===== src/rtl/font_overlay_if.sv =====
// ============================================================================
// Module   : font_overlay_if
// Purpose  : Timing, text-write and font ROM signals of the font overlay path.
// Revision : 1.0 - initial release
// ============================================================================
`default_nettype none

interface font_overlay_if;
   logic        en;
   logic        blink;
   logic        de;
   logic        hs;
   logic        vs;
   logic        txt_we;
   logic [3:0]  txt_addr;
   logic [3:0]  txt_data;
   logic [10:0] rom_addr;
   logic        rom_q;
   logic        overlay_en;
   logic        de_o;
   logic        hs_o;
   logic        vs_o;
   logic        frame_done;

   modport master (
      output en, blink, de, hs, vs, txt_we, txt_addr, txt_data, rom_q,
      input  rom_addr, overlay_en, de_o, hs_o, vs_o, frame_done
   );

   modport slave (
      input  en, blink, de, hs, vs, txt_we, txt_addr, txt_data, rom_q,
      output rom_addr, overlay_en, de_o, hs_o, vs_o, frame_done
   );
endinterface

`default_nettype wire


===== src/rtl/font_overlay_ctrl.sv =====
// ============================================================================
// Module   : font_overlay_ctrl
// Purpose  : Font ROM overlay sequencer with double-buffered 16-glyph text line.
// Revision : 1.0 - initial release
// ============================================================================
`default_nettype none

module font_overlay_ctrl #(
   parameter int WIN_X0    = 400,
   parameter int WIN_Y0    = 500,
   parameter int NUM_CHARS = 16,
   parameter int CHAR_W    = 8,
   parameter int CHAR_H    = 16,
   parameter int BLINK_SH  = 5
) (
   input  wire logic       clk,
   input  wire logic       rst,
   font_overlay_if.slave   bus
);

   localparam logic [11:0] c_X0  = 12'(WIN_X0);
   localparam logic [11:0] c_X1  = 12'(WIN_X0 + NUM_CHARS * CHAR_W);
   localparam logic [11:0] c_Y0  = 12'(WIN_Y0);
   localparam logic [11:0] c_Y1  = 12'(WIN_Y0 + CHAR_H);
   localparam logic [11:0] c_MAX = 12'hFFF;

   typedef enum logic [1:0] {
      S_IDLE     = 2'd0,
      S_WAIT_WIN = 2'd1,
      S_IN_WIN   = 2'd2,
      S_DONE     = 2'd3
   } state_t;

   state_t      r_state;
   state_t      w_state_nxt;

   logic        r_de_q;
   logic        r_vs_q;
   logic [11:0] r_x;
   logic [11:0] r_y;
   logic [7:0]  r_fcnt;
   logic        r_blink_l;
   logic [3:0]  r_shadow [16];
   logic [3:0]  r_active [16];

   logic [10:0] r_addr;
   logic        r_hit1;
   logic        r_hit2;
   logic        r_fdone;
   logic        r_de1, r_hs1, r_vs1;
   logic        r_de2, r_hs2, r_vs2;

   logic        w_frame_start;
   logic        w_de_fall;
   logic        w_hit;
   logic        w_enter;
   logic        w_last;
   logic        w_issue;
   logic [6:0]  w_dx;
   logic [3:0]  w_dy;

   assign w_frame_start = bus.vs & ~r_vs_q;
   assign w_de_fall     = ~bus.de & r_de_q;
   assign w_dx          = 7'(r_x - c_X0);
   assign w_dy          = 4'(r_y - c_Y0);
   assign w_hit         = bus.de & (r_x >= c_X0) & (r_x < c_X1) & (r_y >= c_Y0) & (r_y < c_Y1);
   assign w_enter       = bus.de & (r_y == c_Y0);
   assign w_last        = (w_dx == 7'h7F) & (w_dy == 4'hF);

   // Frame start overrides everything: a half-drawn window is simply abandoned.
   always_comb begin
      w_state_nxt = r_state;
      w_issue     = 1'b0;
      if (w_frame_start) begin
         w_state_nxt = bus.en ? S_WAIT_WIN : S_IDLE;
      end else begin
         case (r_state)
            S_WAIT_WIN: begin
               if (w_enter) begin
                  w_state_nxt = S_IN_WIN;
                  w_issue     = w_hit;
               end
            end
            S_IN_WIN: w_issue = w_hit;
            default:  w_issue = 1'b0;
         endcase
         if (w_issue && w_last) begin
            w_state_nxt = S_DONE;
         end
      end
   end

   always_ff @(posedge clk or posedge rst) begin
      if (rst) begin
         r_state <= S_IDLE;
      end else begin
         r_state <= w_state_nxt;
      end
   end

   always_ff @(posedge clk or posedge rst) begin
      if (rst) begin
         r_de_q    <= 1'b0;
         r_vs_q    <= 1'b0;
         r_x       <= '0;
         r_y       <= '0;
         r_fcnt    <= '0;
         r_blink_l <= 1'b0;
         for (int i = 0; i < 16; i++) begin
            r_shadow[i] <= '0;
            r_active[i] <= '0;
         end
      end else begin
         r_de_q <= bus.de;
         r_vs_q <= bus.vs;
         if (!bus.de) begin
            r_x <= '0;
         end else if (r_x != c_MAX) begin
            r_x <= r_x + 12'd1;
         end
         if (w_frame_start) begin
            r_y <= '0;
         end else if (w_de_fall && (r_y != c_MAX)) begin
            r_y <= r_y + 12'd1;
         end
         // Active copy samples the shadow before any same-cycle write lands.
         if (w_frame_start) begin
            r_fcnt    <= r_fcnt + 8'd1;
            r_blink_l <= bus.blink;
            for (int i = 0; i < 16; i++) begin
               r_active[i] <= r_shadow[i];
            end
         end
         if (bus.txt_we) begin
            r_shadow[bus.txt_addr] <= bus.txt_data;
         end
      end
   end

   always_ff @(posedge clk or posedge rst) begin
      if (rst) begin
         r_addr  <= '0;
         r_hit1  <= 1'b0;
         r_hit2  <= 1'b0;
         r_fdone <= 1'b0;
         r_de1   <= 1'b0;
         r_hs1   <= 1'b0;
         r_vs1   <= 1'b0;
         r_de2   <= 1'b0;
         r_hs2   <= 1'b0;
         r_vs2   <= 1'b0;
      end else begin
         if (w_issue) begin
            r_addr <= {r_active[w_dx[6:3]], w_dy, w_dx[2:0]};
         end
         r_hit1  <= w_issue;
         r_hit2  <= r_hit1;
         r_fdone <= w_issue & w_last;
         r_de1   <= bus.de;
         r_hs1   <= bus.hs;
         r_vs1   <= bus.vs;
         r_de2   <= r_de1;
         r_hs2   <= r_hs1;
         r_vs2   <= r_vs1;
      end
   end

   assign bus.rom_addr   = r_addr;
   assign bus.frame_done = r_fdone;
   assign bus.de_o       = r_de2;
   assign bus.hs_o       = r_hs2;
   assign bus.vs_o       = r_vs2;
   assign bus.overlay_en = r_hit2 & r_de2 & bus.rom_q & ~(r_blink_l & r_fcnt[BLINK_SH]);

endmodule

`default_nettype wire


===== src/flat_wrapper.sv =====
// flat-port wrapper written by rule: the top's interface ports become plain ports
module font_overlay_ctrl_flat 
#(
   parameter int WIN_X0    = 400,
   parameter int WIN_Y0    = 500,
   parameter int NUM_CHARS = 16,
   parameter int CHAR_W    = 8,
   parameter int CHAR_H    = 16,
   parameter int BLINK_SH  = 5
)
  (clk, rst, bus_en, bus_blink, bus_de, bus_hs, bus_vs, bus_txt_we, bus_txt_addr, bus_txt_data, bus_rom_q, bus_rom_addr, bus_overlay_en, bus_de_o, bus_hs_o, bus_vs_o, bus_frame_done);
  font_overlay_if bus_i ();
  input  wire logic clk;
  input  wire logic rst;
  input wire logic [$bits(bus_i.en)-1:0] bus_en;
  input wire logic [$bits(bus_i.blink)-1:0] bus_blink;
  input wire logic [$bits(bus_i.de)-1:0] bus_de;
  input wire logic [$bits(bus_i.hs)-1:0] bus_hs;
  input wire logic [$bits(bus_i.vs)-1:0] bus_vs;
  input wire logic [$bits(bus_i.txt_we)-1:0] bus_txt_we;
  input wire logic [$bits(bus_i.txt_addr)-1:0] bus_txt_addr;
  input wire logic [$bits(bus_i.txt_data)-1:0] bus_txt_data;
  input wire logic [$bits(bus_i.rom_q)-1:0] bus_rom_q;
  output wire logic [$bits(bus_i.rom_addr)-1:0] bus_rom_addr;
  output wire logic [$bits(bus_i.overlay_en)-1:0] bus_overlay_en;
  output wire logic [$bits(bus_i.de_o)-1:0] bus_de_o;
  output wire logic [$bits(bus_i.hs_o)-1:0] bus_hs_o;
  output wire logic [$bits(bus_i.vs_o)-1:0] bus_vs_o;
  output wire logic [$bits(bus_i.frame_done)-1:0] bus_frame_done;
  assign bus_i.en = bus_en;
  assign bus_i.blink = bus_blink;
  assign bus_i.de = bus_de;
  assign bus_i.hs = bus_hs;
  assign bus_i.vs = bus_vs;
  assign bus_i.txt_we = bus_txt_we;
  assign bus_i.txt_addr = bus_txt_addr;
  assign bus_i.txt_data = bus_txt_data;
  assign bus_i.rom_q = bus_rom_q;
  assign bus_rom_addr = bus_i.rom_addr;
  assign bus_overlay_en = bus_i.overlay_en;
  assign bus_de_o = bus_i.de_o;
  assign bus_hs_o = bus_i.hs_o;
  assign bus_vs_o = bus_i.vs_o;
  assign bus_frame_done = bus_i.frame_done;
  font_overlay_ctrl #(.WIN_X0(WIN_X0), .WIN_Y0(WIN_Y0), .NUM_CHARS(NUM_CHARS), .CHAR_W(CHAR_W), .CHAR_H(CHAR_H), .BLINK_SH(BLINK_SH)) u_core (.clk(clk), .rst(rst), .bus(bus_i));
endmodule

===== config.mk =====
export PLATFORM = sky130hd
export DESIGN_NAME = font_overlay_ctrl_flat
export DESIGN_NICKNAME = d
export VERILOG_FILES = /design/src/rtl/font_overlay_if.sv /design/src/rtl/font_overlay_ctrl.sv /design/src/flat_wrapper.sv
export SDC_FILE = /design/constraint.sdc
export NUM_CORES = 1
export LEC_CHECK = 0
export ABC_AREA = 1
export ABC_CLOCK_PERIOD_IN_PS = 5100
export BUFFER_PORTS_ARGS = -buffer_cell sky130_fd_sc_hd__buf_2
export CAP_MARGIN = 20
export CORE_ASPECT_RATIO = 0.8
export CORE_MARGIN = 4
export CORE_UTILIZATION = 45
export CTS_BUF_LIST = sky130_fd_sc_hd__clkbuf_8 sky130_fd_sc_hd__clkbuf_16
export DETAILED_ROUTE_END_ITERATION = 8
export GPL_TIMING_DRIVEN = 1
export PLACE_DENSITY_LB_ADDON = 0.1
export SETUP_SLACK_MARGIN = 0.1
export SLEW_MARGIN = 10
export SYNTH_ARGS = -nofsm -noshare
export SYNTH_HDL_FRONTEND = slang
export SYNTH_SLANG_ARGS = --single-unit

===== constraint.sdc =====
create_clock -name clk -period 5.1 [get_ports clk]
set_input_delay 0.51 -clock clk [delete_from_list [all_inputs] [get_ports clk]]
set_output_delay 0.51 -clock clk [all_outputs]
set_load 0.05 [all_outputs]

==> reports/metrics.yaml <==
layout:
  design_area_um2: 9040
  drive_above_1_share_pct: 8.92
  num-fill-cells: 1679
  antenna-diode-count: 0
  syn2layout_area_growth_pct: 10.6
  nNetsFinal: 1027
timing:
  slew_headroom_pct: 37.9
  drv_slew: 0
  whs_ns: 0.203
  fin_tns_setup_ns: 0
  tightest_slew_ns: 0.932
  finalCritPeriodShare_pct: 60.2
  rsz0062_at_grt: "false"
  skew_ns: 0.0142
  setup_ws_ns: 2.03
  final-setup-viol-count: 0
  min_period_ns: 3.07
  fmax_mhz: 326
  hold_viol: 0
pwr:
  leakage_nw: 4.43
  power_mw: 3.47
  vdd_drop_max_uv: 213
  power_density_nw_per_um2: 383
yosys:
  synth_flop_cell: "dfrtp_1"
  yosys_register_bits: 181
  synthTopCellsByCount: "nand2_1, dfrtp_1, o21ai_0"
  synth_edf_count: 0
  syn_inst: 978
  synthDistinctLibCells: 32
  netlist_top_cells_area: "dfrtp_1, nand2_1, o21ai_0"
  syn_area_um2: 8180
  syn_area_per_cell_um2: 8.36
  yosys_warnings: 0
  yosysMostFrequentCell: "nand2_1"
  synth_top_area_cell: "dfrtp_1"
  yosysSeqAreaShare_pct: 55.4
  synthArstFlopShare_pct: 100
  synth_nets: 1009
  yosysTopAreaCellShare_pct: 55.4
global_routing:
  grt_max_degree: 110
  grt_pass1_vias: 5930
  grt_overflow: 0
  grt.total_usage_pct: 19.6
  grt_pass1_wl_mm: 31.4
  antenna_found_initial: 0
clocking:
  post_cts_buffers: 0
  post_cts_resized: 0
  cts_tree: "done"
  cts_sinks: 181
  path_clk_slew_ns: 0.06
  cts.path.max_buffers: 2
  hold_buffers: 0
  h-tree-depth: 4
  numCtsBuffers: 17
  clk_latency_ns: 0.43
  cts_root_buf: "clkbuf_16"
place:
  gp_congestion: 0.803
  post-place-ws_ns: 2.04
  placedInstanceArea_um2: 8490
  hpwl_mm: 12.6
  io_buffers: 32
floorplan:
  rows: 43
  die_area_um2: 20400
  core_um2: 17600
  fp.dieW_um: 159
  fp.dieH_um: 129
  initial_core_util_pct: 46.5
  ios: 33
routing:
  num_vias: 6275
  avgViaCountPerCell: 5.09
  drt_wl_total_mm: 18.9
  drtIter0Drc: 543
  ant_nets: 0
  routedWlPerCell_um: 15.3
  drcViolationCount: 0
  drt-pass1-iter-count: 5
setup_path:
  crit_type: "flop to flop"
  crit_path_end_kind: "flop"
  reg2regPathDepth: 12
  r2r_slack_ns: 2.03
  cp_max_fo: 22
  arrival_ns: 3.39
  crit_required_ns: 5.42
  startpoint_type: "flop"
run_status:
  status: "completed"
min_path:
  hold_class: "input port to flop"
  hold_depth: 1
flow_run:
  cap_viol_max_count: 0
[final timing paths]
kind	start	endpoint
max	u_core.r_x[4]	u_core.bus.rom_addr[3]
min	bus_hs	u_core.r_hs1
max reg2reg	u_core.r_x[4]	u_core.bus.rom_addr[3]
min reg2reg	u_core.r_hs1	u_core.bus.hs_o
max in group asynchronous	rst	u_core.bus.rom_addr[0]
min in group asynchronous	rst	u_core.r_shadow[54]
[layer usage]
metal / up-vias / share of wire, % / GRT usage (%)
met4: 0 / 1.6 / 5.52
li1: 3158 / - / -
met1: 2976 / 51 / 29.9
met3: 22 / 4.3 / 4.03
met2: 119 / 43 / 28.5
met5: - / 0 / 0
[flip-flops by register name (all words and copies together) (netlist names)]
name	cells
u_core.r_hit2	1
u_core.r_state	2
u_core.bus.rom_addr	11
u_core.r_hs1	1
u_core.r_fcnt	6
u_core.bus.vs_o	1
u_core.r_x	12
u_core.r_de_q	1
u_core.bus.frame_done	1
u_core.r_hit1	1
u_core.r_y	12
u_core.bus.de_o	1
u_core.r_active	64
u_core.bus.hs_o	1
u_core.r_blink_l	1
u_core.r_vs_q	1
u_core.r_shadow	64
[report_power, final]
part,total [mW],internal [mW],switching (mW),leakage [nW]
logic,0.409,0.143,0.267,1.85
clock network,1.25,0.676,0.577,0.278
registers,1.80,1.68,0.123,2.30
[cells in the final DEF, fill, tap and decap left out, types with 4 or more instances in the layout]
cell type	n
nand3_1	59
nor3_1	7
ha_1	14
nand4_1	8
a21oi_1	14
dfrtp_1	181
clkbuf_16	17
nand2_1	272
nand2_2	6
nor2_2	4
o211ai_1	11
nor2_1	85
o21ai_0	153
inv_1	104
buf_2	32
xor2_1	4
inv_2	5
[cell families after synthesis]
group	after synthesis	share of synthesized area (%)
simple gates	450	23.0
compound gates	182	11.7
flops	181	55.4
buf+inv	145	7.10
fa+ha+maj	14	2.14
xor+xnor	6	0.643
[area by class of cell]
class	instances	area, um2	area share (%)
clock buffers	17	425	4.70
well taps	225	282	3.11
flip-flops and latches	181	4530	50.1
clock inverters	15	131	1.45
inverters	109	413	4.57
multi-input cells	652	3070	33.9
repair buffers	35	195	2.16
[stage by stage]
step	utilization [%]	instances
2_1_floorplan	-	978
3_3_place_gp	48.2	1202
3_5_place_dp	48.2	1202
4_1_cts	51.4	1234
5_1_grt	51.4	1234
6_report	51.4	1234
[critical path, cell delays in order, from the launching register on]
cell and delay (ns):
dfrtp_1 0.84, clkinv_1 0.64, ha_1 0.42, inv_1 0.05
nor2_1 0.04, nand2_1 0.07, nand2_1 0.04, nand2_1 0.09
nand2_1 0.10, nor2_4 0.29, nand2_4 0.19, nand2_1 0.11
nand2_1 0.05
Note: power is estimated with default switching activity, not from simulation.
